<file path="config.mk">
export PLATFORM = sky130hd
export DESIGN_NAME = ex_stage
export DESIGN_NICKNAME = d
export VERILOG_FILES = /design/src/rtl/ex_pkg.sv /design/src/rtl/ex_stage_mul_iter.sv /design/src/rtl/ex_stage.sv
export SDC_FILE = /design/constraint.sdc
export NUM_CORES = 1
export LEC_CHECK = 0
export ABC_AREA = 1
export BUFFER_PORTS_ARGS = -buffer_cell sky130_fd_sc_hd__buf_4
export CORE_ASPECT_RATIO = 0.7
export CORE_MARGIN = 4
export CORE_UTILIZATION = 55
export DETAILED_ROUTE_END_ITERATION = 8
export GPL_TIMING_DRIVEN = 0
export PLACE_DENSITY = 0.91
export SYNTH_ARGS = -nofsm -noshare
export SYNTH_HDL_FRONTEND = slang
export SYNTH_SLANG_ARGS = --single-unit
</file>
<file path="constraint.sdc">
create_clock -name clk -period 0.8 [get_ports clk]
set_input_delay 0.16 -clock clk [delete_from_list [all_inputs] [get_ports clk]]
set_output_delay 0.16 -clock clk [all_outputs]
set_load 0.02 [all_outputs]
</file>
<file path="src/rtl/ex_pkg.sv">
// ex_pkg: ALUOp encodings, R-type Funct codes and the ALU operation enum
// shared by the execute stage and its multiplier.
`default_nettype none

package ex_pkg;

    localparam logic [1:0] ALUOP_ADD   = 2'b00;
    localparam logic [1:0] ALUOP_SUB   = 2'b01;
    localparam logic [1:0] ALUOP_RTYPE = 2'b10;
    localparam logic [1:0] ALUOP_RSVD  = 2'b11;

    localparam logic [5:0] FN_MFHI  = 6'h10;
    localparam logic [5:0] FN_MFLO  = 6'h12;
    localparam logic [5:0] FN_MULT  = 6'h18;
    localparam logic [5:0] FN_MULTU = 6'h19;
    localparam logic [5:0] FN_ADD   = 6'h20;
    localparam logic [5:0] FN_SUB   = 6'h22;
    localparam logic [5:0] FN_AND   = 6'h24;
    localparam logic [5:0] FN_OR    = 6'h25;
    localparam logic [5:0] FN_NOR   = 6'h27;
    localparam logic [5:0] FN_SLT   = 6'h2A;

    typedef enum logic [3:0] {
        OP_ADD, OP_SUB, OP_AND, OP_OR, OP_NOR, OP_SLT, OP_MFHI, OP_MFLO, OP_ZERO
    } alu_op_e;

    // The reserved ALUOp encoding falls through to add.
    function automatic alu_op_e alu_decode(input logic [1:0] aluop, input logic [5:0] funct);
        alu_op_e op;
        op = OP_ADD;
        case (aluop)
            ALUOP_SUB: op = OP_SUB;
            ALUOP_RTYPE: begin
                case (funct)
                    FN_ADD:  op = OP_ADD;
                    FN_SUB:  op = OP_SUB;
                    FN_AND:  op = OP_AND;
                    FN_OR:   op = OP_OR;
                    FN_NOR:  op = OP_NOR;
                    FN_SLT:  op = OP_SLT;
                    FN_MFHI: op = OP_MFHI;
                    FN_MFLO: op = OP_MFLO;
                    default: op = OP_ZERO;
                endcase
            end
            default: op = OP_ADD;
        endcase
        return op;
    endfunction

endpackage

`default_nettype wire

</file>
<file path="src/rtl/ex_stage_mul_iter.sv">
// mul_iter: 32-cycle shift-add multiplier with HI/LO result registers.
// Signed operands are multiplied as magnitudes; the sign fix-up lands with the final write.
`default_nettype none

module mul_iter (
    input  logic        clk,
    input  logic        rst_n,
    input  logic        i_start,
    input  logic        i_signed,
    input  logic [31:0] i_a,
    input  logic [31:0] i_b,
    output logic        o_busy,
    output logic        o_done,
    output logic [31:0] o_hi,
    output logic [31:0] o_lo
);

    logic        r_busy;
    logic        r_done;
    logic        r_neg;
    logic [4:0]  r_cnt;
    logic [31:0] r_mcand;
    logic [63:0] r_prod;
    logic [31:0] r_hi;
    logic [31:0] r_lo;

    logic [31:0] w_mag_a;
    logic [31:0] w_mag_b;
    logic [32:0] w_sum;
    logic [63:0] w_step;
    logic [63:0] w_final;

    always_comb begin
        w_mag_a = (i_signed && i_a[31]) ? (~i_a + 32'd1) : i_a;
        w_mag_b = (i_signed && i_b[31]) ? (~i_b + 32'd1) : i_b;
        // Upper half accumulates, lower half holds the shifting multiplier bits.
        w_sum   = {1'b0, r_prod[63:32]} + (r_prod[0] ? {1'b0, r_mcand} : 33'd0);
        w_step  = {w_sum, r_prod[31:1]};
        w_final = r_neg ? (~w_step + 64'd1) : w_step;
    end

    always_ff @(posedge clk or negedge rst_n) begin
        if (!rst_n) begin
            r_busy  <= 1'b0;
            r_done  <= 1'b0;
            r_neg   <= 1'b0;
            r_cnt   <= 5'd0;
            r_mcand <= 32'd0;
            r_prod  <= 64'd0;
            r_hi    <= 32'd0;
            r_lo    <= 32'd0;
        end else begin
            r_done <= 1'b0;
            if (r_busy) begin
                r_prod <= w_step;
                r_cnt  <= r_cnt + 5'd1;
                if (r_cnt == 5'd31) begin
                    r_busy <= 1'b0;
                    r_done <= 1'b1;
                    r_hi   <= w_final[63:32];
                    r_lo   <= w_final[31:0];
                end
            end else if (i_start) begin
                r_busy  <= 1'b1;
                r_cnt   <= 5'd0;
                r_mcand <= w_mag_a;
                r_prod  <= {32'd0, w_mag_b};
                r_neg   <= i_signed & (i_a[31] ^ i_b[31]);
            end
        end
    end

    assign o_busy = r_busy;
    assign o_done = r_done;
    assign o_hi   = r_hi;
    assign o_lo   = r_lo;

endmodule

`default_nettype wire

</file>
<file path="src/rtl/ex_stage.sv">
// ex_stage: ALU, branch target and EX/MEM latch. Define EX_MULDIV_EN to add
// the iterative multiplier, HI/LO, MFHI/MFLO and the front-end Stall.
`default_nettype none

module ex_stage
    import ex_pkg::*;
(
    input  logic        clk,
    input  logic        rst_n,
    input  logic [31:0] ReadData1,
    input  logic [31:0] ReadData2,
    input  logic [31:0] SignImm,
    input  logic [31:0] PCPlus4,
    input  logic [4:0]  Rt,
    input  logic [4:0]  Rd,
    input  logic        RegDst,
    input  logic        ALUSrc,
    input  logic [1:0]  ALUOp,
    input  logic [5:0]  Funct,
    input  logic [1:0]  WBControl,
    input  logic        MemWrite,
    input  logic        MemRead,
    input  logic        Branch,
    input  logic        Flush,
    output logic        Stall,
    output logic [31:0] ALUResult,
    output logic [31:0] WriteData,
    output logic [31:0] BranchTarget,
    output logic [4:0]  WriteReg,
    output logic [1:0]  WBControl_out,
    output logic        MemWrite_out,
    output logic        MemRead_out,
    output logic        Branch_out,
    output logic        Zero
);

    alu_op_e     w_op;
    logic [31:0] w_b;
    logic [31:0] w_result;
    logic [31:0] w_hi;
    logic [31:0] w_lo;
    logic        w_stall;
    logic        w_bubble;

`ifdef EX_MULDIV_EN
    logic w_mul_busy;
    logic w_mul_done;
    logic w_is_mul;
    logic w_uses_mul;
    logic w_start;
    logic w_unused_done;

    assign w_is_mul   = (ALUOp == ALUOP_RTYPE) && ((Funct == FN_MULT) || (Funct == FN_MULTU));
    assign w_uses_mul = w_is_mul || ((ALUOp == ALUOP_RTYPE) && ((Funct == FN_MFHI) || (Funct == FN_MFLO)));
    // A flushed instruction never stalls and never starts a multiply.
    assign w_stall    = w_mul_busy & w_uses_mul & ~Flush;
    assign w_start    = w_is_mul & ~w_mul_busy & ~Flush;
    assign w_unused_done = w_mul_done;

    mul_iter u_mul_iter (
        .clk      (clk),
        .rst_n    (rst_n),
        .i_start  (w_start),
        .i_signed (Funct == FN_MULT),
        .i_a      (ReadData1),
        .i_b      (ReadData2),
        .o_busy   (w_mul_busy),
        .o_done   (w_mul_done),
        .o_hi     (w_hi),
        .o_lo     (w_lo)
    );
`else
    assign w_stall = 1'b0;
    assign w_hi    = 32'd0;
    assign w_lo    = 32'd0;
`endif

    always_comb begin
        w_b  = ALUSrc ? SignImm : ReadData2;
        w_op = alu_decode(ALUOp, Funct);
        case (w_op)
            OP_ADD:  w_result = ReadData1 + w_b;
            OP_SUB:  w_result = ReadData1 - w_b;
            OP_AND:  w_result = ReadData1 & w_b;
            OP_OR:   w_result = ReadData1 | w_b;
            OP_NOR:  w_result = ~(ReadData1 | w_b);
            OP_SLT:  w_result = {31'd0, ($signed(ReadData1) < $signed(w_b))};
            OP_MFHI: w_result = w_hi;
            OP_MFLO: w_result = w_lo;
            default: w_result = 32'd0;
        endcase
    end

    assign w_bubble = Flush | w_stall;
    assign Stall    = w_stall;

    always_ff @(posedge clk or negedge rst_n) begin
        if (!rst_n) begin
            ALUResult     <= 32'd0;
            WriteData     <= 32'd0;
            BranchTarget  <= 32'd0;
            WriteReg      <= 5'd0;
            WBControl_out <= 2'b00;
            MemWrite_out  <= 1'b0;
            MemRead_out   <= 1'b0;
            Branch_out    <= 1'b0;
            Zero          <= 1'b0;
        end else begin
            ALUResult     <= w_result;
            Zero          <= (w_result == 32'd0);
            WriteData     <= ReadData2;
            BranchTarget  <= PCPlus4 + {SignImm[29:0], 2'b00};
            WriteReg      <= RegDst ? Rd : Rt;
            WBControl_out <= w_bubble ? 2'b00 : WBControl;
            MemWrite_out  <= MemWrite & ~w_bubble;
            MemRead_out   <= MemRead  & ~w_bubble;
            Branch_out    <= Branch   & ~w_bubble;
        end
    end

endmodule

`default_nettype wire
</file>
==> impl_metrics.ini, run 1 <==
[clock_tree]
cts-root-buf = clkbuf_16
cts_htree_levels = 3
clk_path_buf_depth = 2
cts_made_buffers = 9
numClockSinks = 107

[logic_synthesis]
synth_top_area_share_pct = 22.1
synth_seq_area_share_pct = 22.1
yosysTopAreaCell = dfrtp_1
ys_ff_latch = 107
netlist_instances = 2024
synth_nets = 2315
syn_area_per_cell_um2 = 5.98
synthArstFlopShare_pct = 100
ys_warn_count = 0
synth.top_cells.by_area = dfrtp_1, nand2_1, ha_1
synth_cell_types = 42
synth_edf_count = 0
ys.flop_type = dfrtp_1
syn_area_mm2 = 0.0121

[global_routing]
gr-usage-all-layers_pct = 77.7
grt_max_degree = 108
gr-total-overflow = 84

[floorplan]
row_count = 45
die_height_um = 132
initial_core_util_pct = 55.8
pin_count = 264
die_w_um = 185

[place]
post_dp_cell_area_mm2 = 0.0148
gp_congestion = 1.02
place_hpwl_mm = 40.2
pre_cts_ws_ps = -2790
portBuffers = 261

[run_status]
stop_stage = global routing
status = stopped before the end
tool.error = [ERROR GRT-0232] Routing congestion too high. Check the congestion heatmap in the GUI.
[cell usage after synthesis, types with 3 or more instances]
| master | instances |
|---|---|
| nor3_1 | 10 |
| xor2_1 | 40 |
| nor2_1 | 194 |
| nand3_2 | 6 |
| a31oi_1 | 4 |
| ha_1 | 132 |
| nand2_4 | 3 |
| a21oi_1 | 74 |
| o21a_1 | 3 |
| nand3_1 | 129 |
| xnor2_1 | 12 |
| mux2_2 | 5 |
| fa_1 | 3 |
| dfrtp_1 | 107 |
| nand3b_1 | 4 |
| nor2_2 | 9 |
| nand2_2 | 3 |
| inv_2 | 10 |
| clkbuf_1 | 9 |
| o21ai_1 | 6 |
| o21ai_0 | 56 |
| buf_2 | 32 |
| and3_1 | 6 |
| nand4_1 | 22 |
| nand2_1 | 678 |
| and2_1 | 5 |
| o21bai_1 | 6 |
| inv_1 | 436 |
| buf_4 | 3 |
[logic make-up after synthesis]
group	count (synthesis)	synth area share, %
mux	5	0.465
compound gates	158	7.07
fa+ha+maj	135	14.1
flops	107	22.1
buf+inv	493	15.9
other cells	1	0.0310
simple gates	1073	36.5
xor+xnor	52	3.76
[timing repair]
action,4_1_cts
gates resized for setup,396
pin swaps,84
gates cloned,4
hold buffers,38
buffers inserted,51
endpoints found under the hold margin,39
endpoints found under the setup margin,273
[stage by stage]
stage / util, % / hold slack (ps) / instances
after detailed placement: 68.5 / 271 / 2567
after floorplan: - / -136 / 2024
after CTS: 81.2 / 0.966 / 2674
after global placement: 68.5 / 270 / 2567
[metal layers]
layer,GRT usage [%],overflow
met5,46.6,0
met4,66.0,29
met3,70.5,3
met2,89.2,43
met1,80.1,9
==> run 2, diff against run 1 <==
- CORE_ASPECT_RATIO: 0.7 -> unset
- CORE_UTILIZATION: 55 -> 40
- PLACE_DENSITY: 0.91 -> unset
- PLACE_DENSITY_LB_ADDON: unset -> 0.15
==> run 2 against run 1 <==
Against the previous run:
- the flow now finishes, with violations (setup timing)
- synthesized cell count unchanged
- area after synthesis unchanged
==> impl_metrics.ini, run 2 <==
[timing]
layout_min_cycle_time_ps = 2730
tightest_slew_ps = 945
fin_ws_ps = -1930
drv_slew = 0
hold_violations = 0
fin_crit_sh_pct = 342
whs_ps = 13.6
rsz0062_at_grt = yes
fin_tns_setup_ps = -149220
fmax_mhz = 366
setup_violations = 278
slew_headroom_pct = 36.8

[logic_synthesis]
syn_area_per_cell_um2 = 5.98
synth_cell_types = 42
netlist_top_cells_count = nand2_1, inv_1, nor2_1
ys_warn_count = 0
yosysTopAreaCell = dfrtp_1
ys.flop_type = dfrtp_1
synth_nets = 2315
synth_seq_area_share_pct = 22.1
ys_ff_latch = 107
synth_top_area_share_pct = 22.1
synthArstFlopShare_pct = 100
syn_area_mm2 = 0.0121
synth.top_cells.by_area = dfrtp_1, nand2_1, ha_1
synth_edf_count = 0
yosysMostFrequentCell = nand2_1
netlist_instances = 2024

[job]
drv_cap = 0

[final_layout]
multi_input_area_mm2 = 0.00950
layout.nets = 2725
regArea_mm2 = 0.00268
layout-drive-gt1-share_pct = 34.4
final_cells = 2829
reg_top3 = ALUResult (32), BranchTarget (32), WriteData (32)
layout_commonest_cell = nand2_1
layout_common_cells = nand2_1, inv_1, buf_4, buf_6, nor2_1
area_growth_pct = 55.2
antennaDiodeCount = 0
fillers = 2733

[setup_path]
startpoint_type = input pin
cp_slowest_stage_delay_ps = 360
crit_family = simple AND/OR/NAND/NOR gates
path_cells = clkbuf_16 > clkbuf_16 > o21ai_4 > inv_2 > ha_4 > fa_2 > nor2_1 > nand2_1 > nand3_4 > nand2_2 > nand2_4 > nand2_4 > nand2_4 > nand2_4 > nand2_4 > nand2_4 > nand3_2 > nand3_2 > nor2_1 > nand2_1 > nor2_2 > nand2_2 > nor2_1
crit_slowest_cell = fa_2
critPathKind = in2reg
arrival_ps = 3060
endpoint_kind = register
timing.critical_path.buf_inv = 3
path_common_cell = nand2_4
crit_fanout = 6
required_ps = 1120

[floorplan]
row_count = 63
die_height_um = 182
die_area_mm2 = 0.0331
die_w_um = 182
core_area_mm2 = 0.0297
pin_count = 264
initial_core_util_pct = 40.7

[routing]
drcViolationCount = 0
drtIter0Drc = 837
vias = 14000
drtAntennaViolNets = 0
via_per_inst = 4.95
wirelength_mm = 50.5
wl_per_cell_um = 17.9
dr.pass1.iters = 5

[place]
placedCellCount = 2676
portBuffers = 261
gp_congestion = 0.968
place_hpwl_mm = 38.9

[power]
pwr-share-seq_pct = 24.4
peakVddDrop_mv = 1.45
switching_share_pct = 43.8
p_int_mw = 15.2
p_leak_nw = 10.4
power_density_mw_per_mm2 = 1440
p_comb_share_pct = 57.4
switchingPower_mw = 11.8
clock_power_share_pct = 18.2

[clock_tree]
cts-root-buf = clkbuf_16
cts_tree = done
numClockSinks = 107
clk_pin_slew_ps = 80
cts_made_buffers = 9
cts_htree_levels = 3
clk_path_buf_depth = 2

[run_status]
status = finished with violations
violations = setup timing

[global_routing]
grt_max_degree = 96
grt_first_pass_wirelength_mm = 74.6
gr-usage-all-layers_pct = 29.1
gr-total-overflow = 0
grt_pass1_vias = 13300
antenna_found_initial = 0

[hold_path]
hold_path_class = in2reg
[run 2: cell counts after synthesis]
Identical to the previous run, type by type.
[run 2: worst paths after layout]
check / start / depth (start not counted) / to / slack (ps)
max in group asynchronous: rst_n / 3 / ALUResult[2] / -690
min in group asynchronous: rst_n / 2 / ALUResult[10] / 450
setup / recovery: ALUSrc / 23 / Zero / -1930
hold / removal: Rt[0] / 2 / WriteReg[0] / 10
[run 2: through the flow]
stage | cell area (µm²) | total power [mW] | setup WS (ps) | util [%]
after floorplan | 12500 | 13.7 | -1600 | -
after global placement | 15000 | 18.1 | -2900 | 50.4
after detailed placement | 15000 | 18.3 | -2930 | 50.5
after CTS | 17500 | 25.4 | -1740 | 58.8
after global routing | 18800 | 28.6 | -1990 | 63.2
final | 18800 | 27.0 | -1930 | 63.2
[run 2: power groups by stage]
| stage | Clock (mW) | Sequential [mW] | Combinational [mW] |
|---|---|---|---|
| floorplan | 0 | 7.66 | 6.05 |
| global placement | 0 | 6.56 | 11.6 |
| detailed placement | 0 | 6.57 | 11.7 |
| CTS | 5.01 | 6.52 | 13.8 |
| global route | 5.21 | 6.68 | 16.7 |
| finish | 4.93 | 6.59 | 15.5 |
[run 2: timing repair]
| action | in CTS | in global routing |
|---|---|---|
| setup buffers | 41 | 45 |
| pin swaps | 57 | 89 |
| cloned | 3 | 0 |
| hold endpoints to repair | 152 | 13 |
| endpoints found under the setup margin | 165 | 277 |
| gates resized for setup | 330 | 248 |
| hold buffers | 51 | 1 |
[run 2: cell type report]
cell class / count / area share [%]
multi-input cells: 1424 / 50.6
repair buffers: 402 / 19.2
flip-flops and latches: 107 / 14.3
clock buffers: 9 / 1.20
inverters: 447 / 8.96
plain buffers: 43 / 2.82
well taps: 390 / 2.60
clock inverters: 7 / 0.460
[run 2: kinds of logic (layout without fill, tap and decap cells)]
group	Yosys count	count (layout)	share of synthesized area (%)
and+or+nand+nor	1073	1073	36.5
buffers and inverters	493	908	15.9
AOI/OAI and AO/OA	158	158	7.07
adders and majority gates	135	135	14.1
DFF	107	107	22.1
xor gates and xnor gates	52	52	3.76
muxes	5	5	0.465
other	1	1	0.0310
[run 2: layer usage]
layer  global-route usage [%]  up-vias  share of wire [%]
met5                        0        -                  0
li1                         -     6917                  -
met1                     36.7     6527                 41
met4                     12.5        0                4.1
met2                     49.0      483                 48
met3                     4.73       86                6.5
No activity file was read; power rests on OpenSTA's default activity.
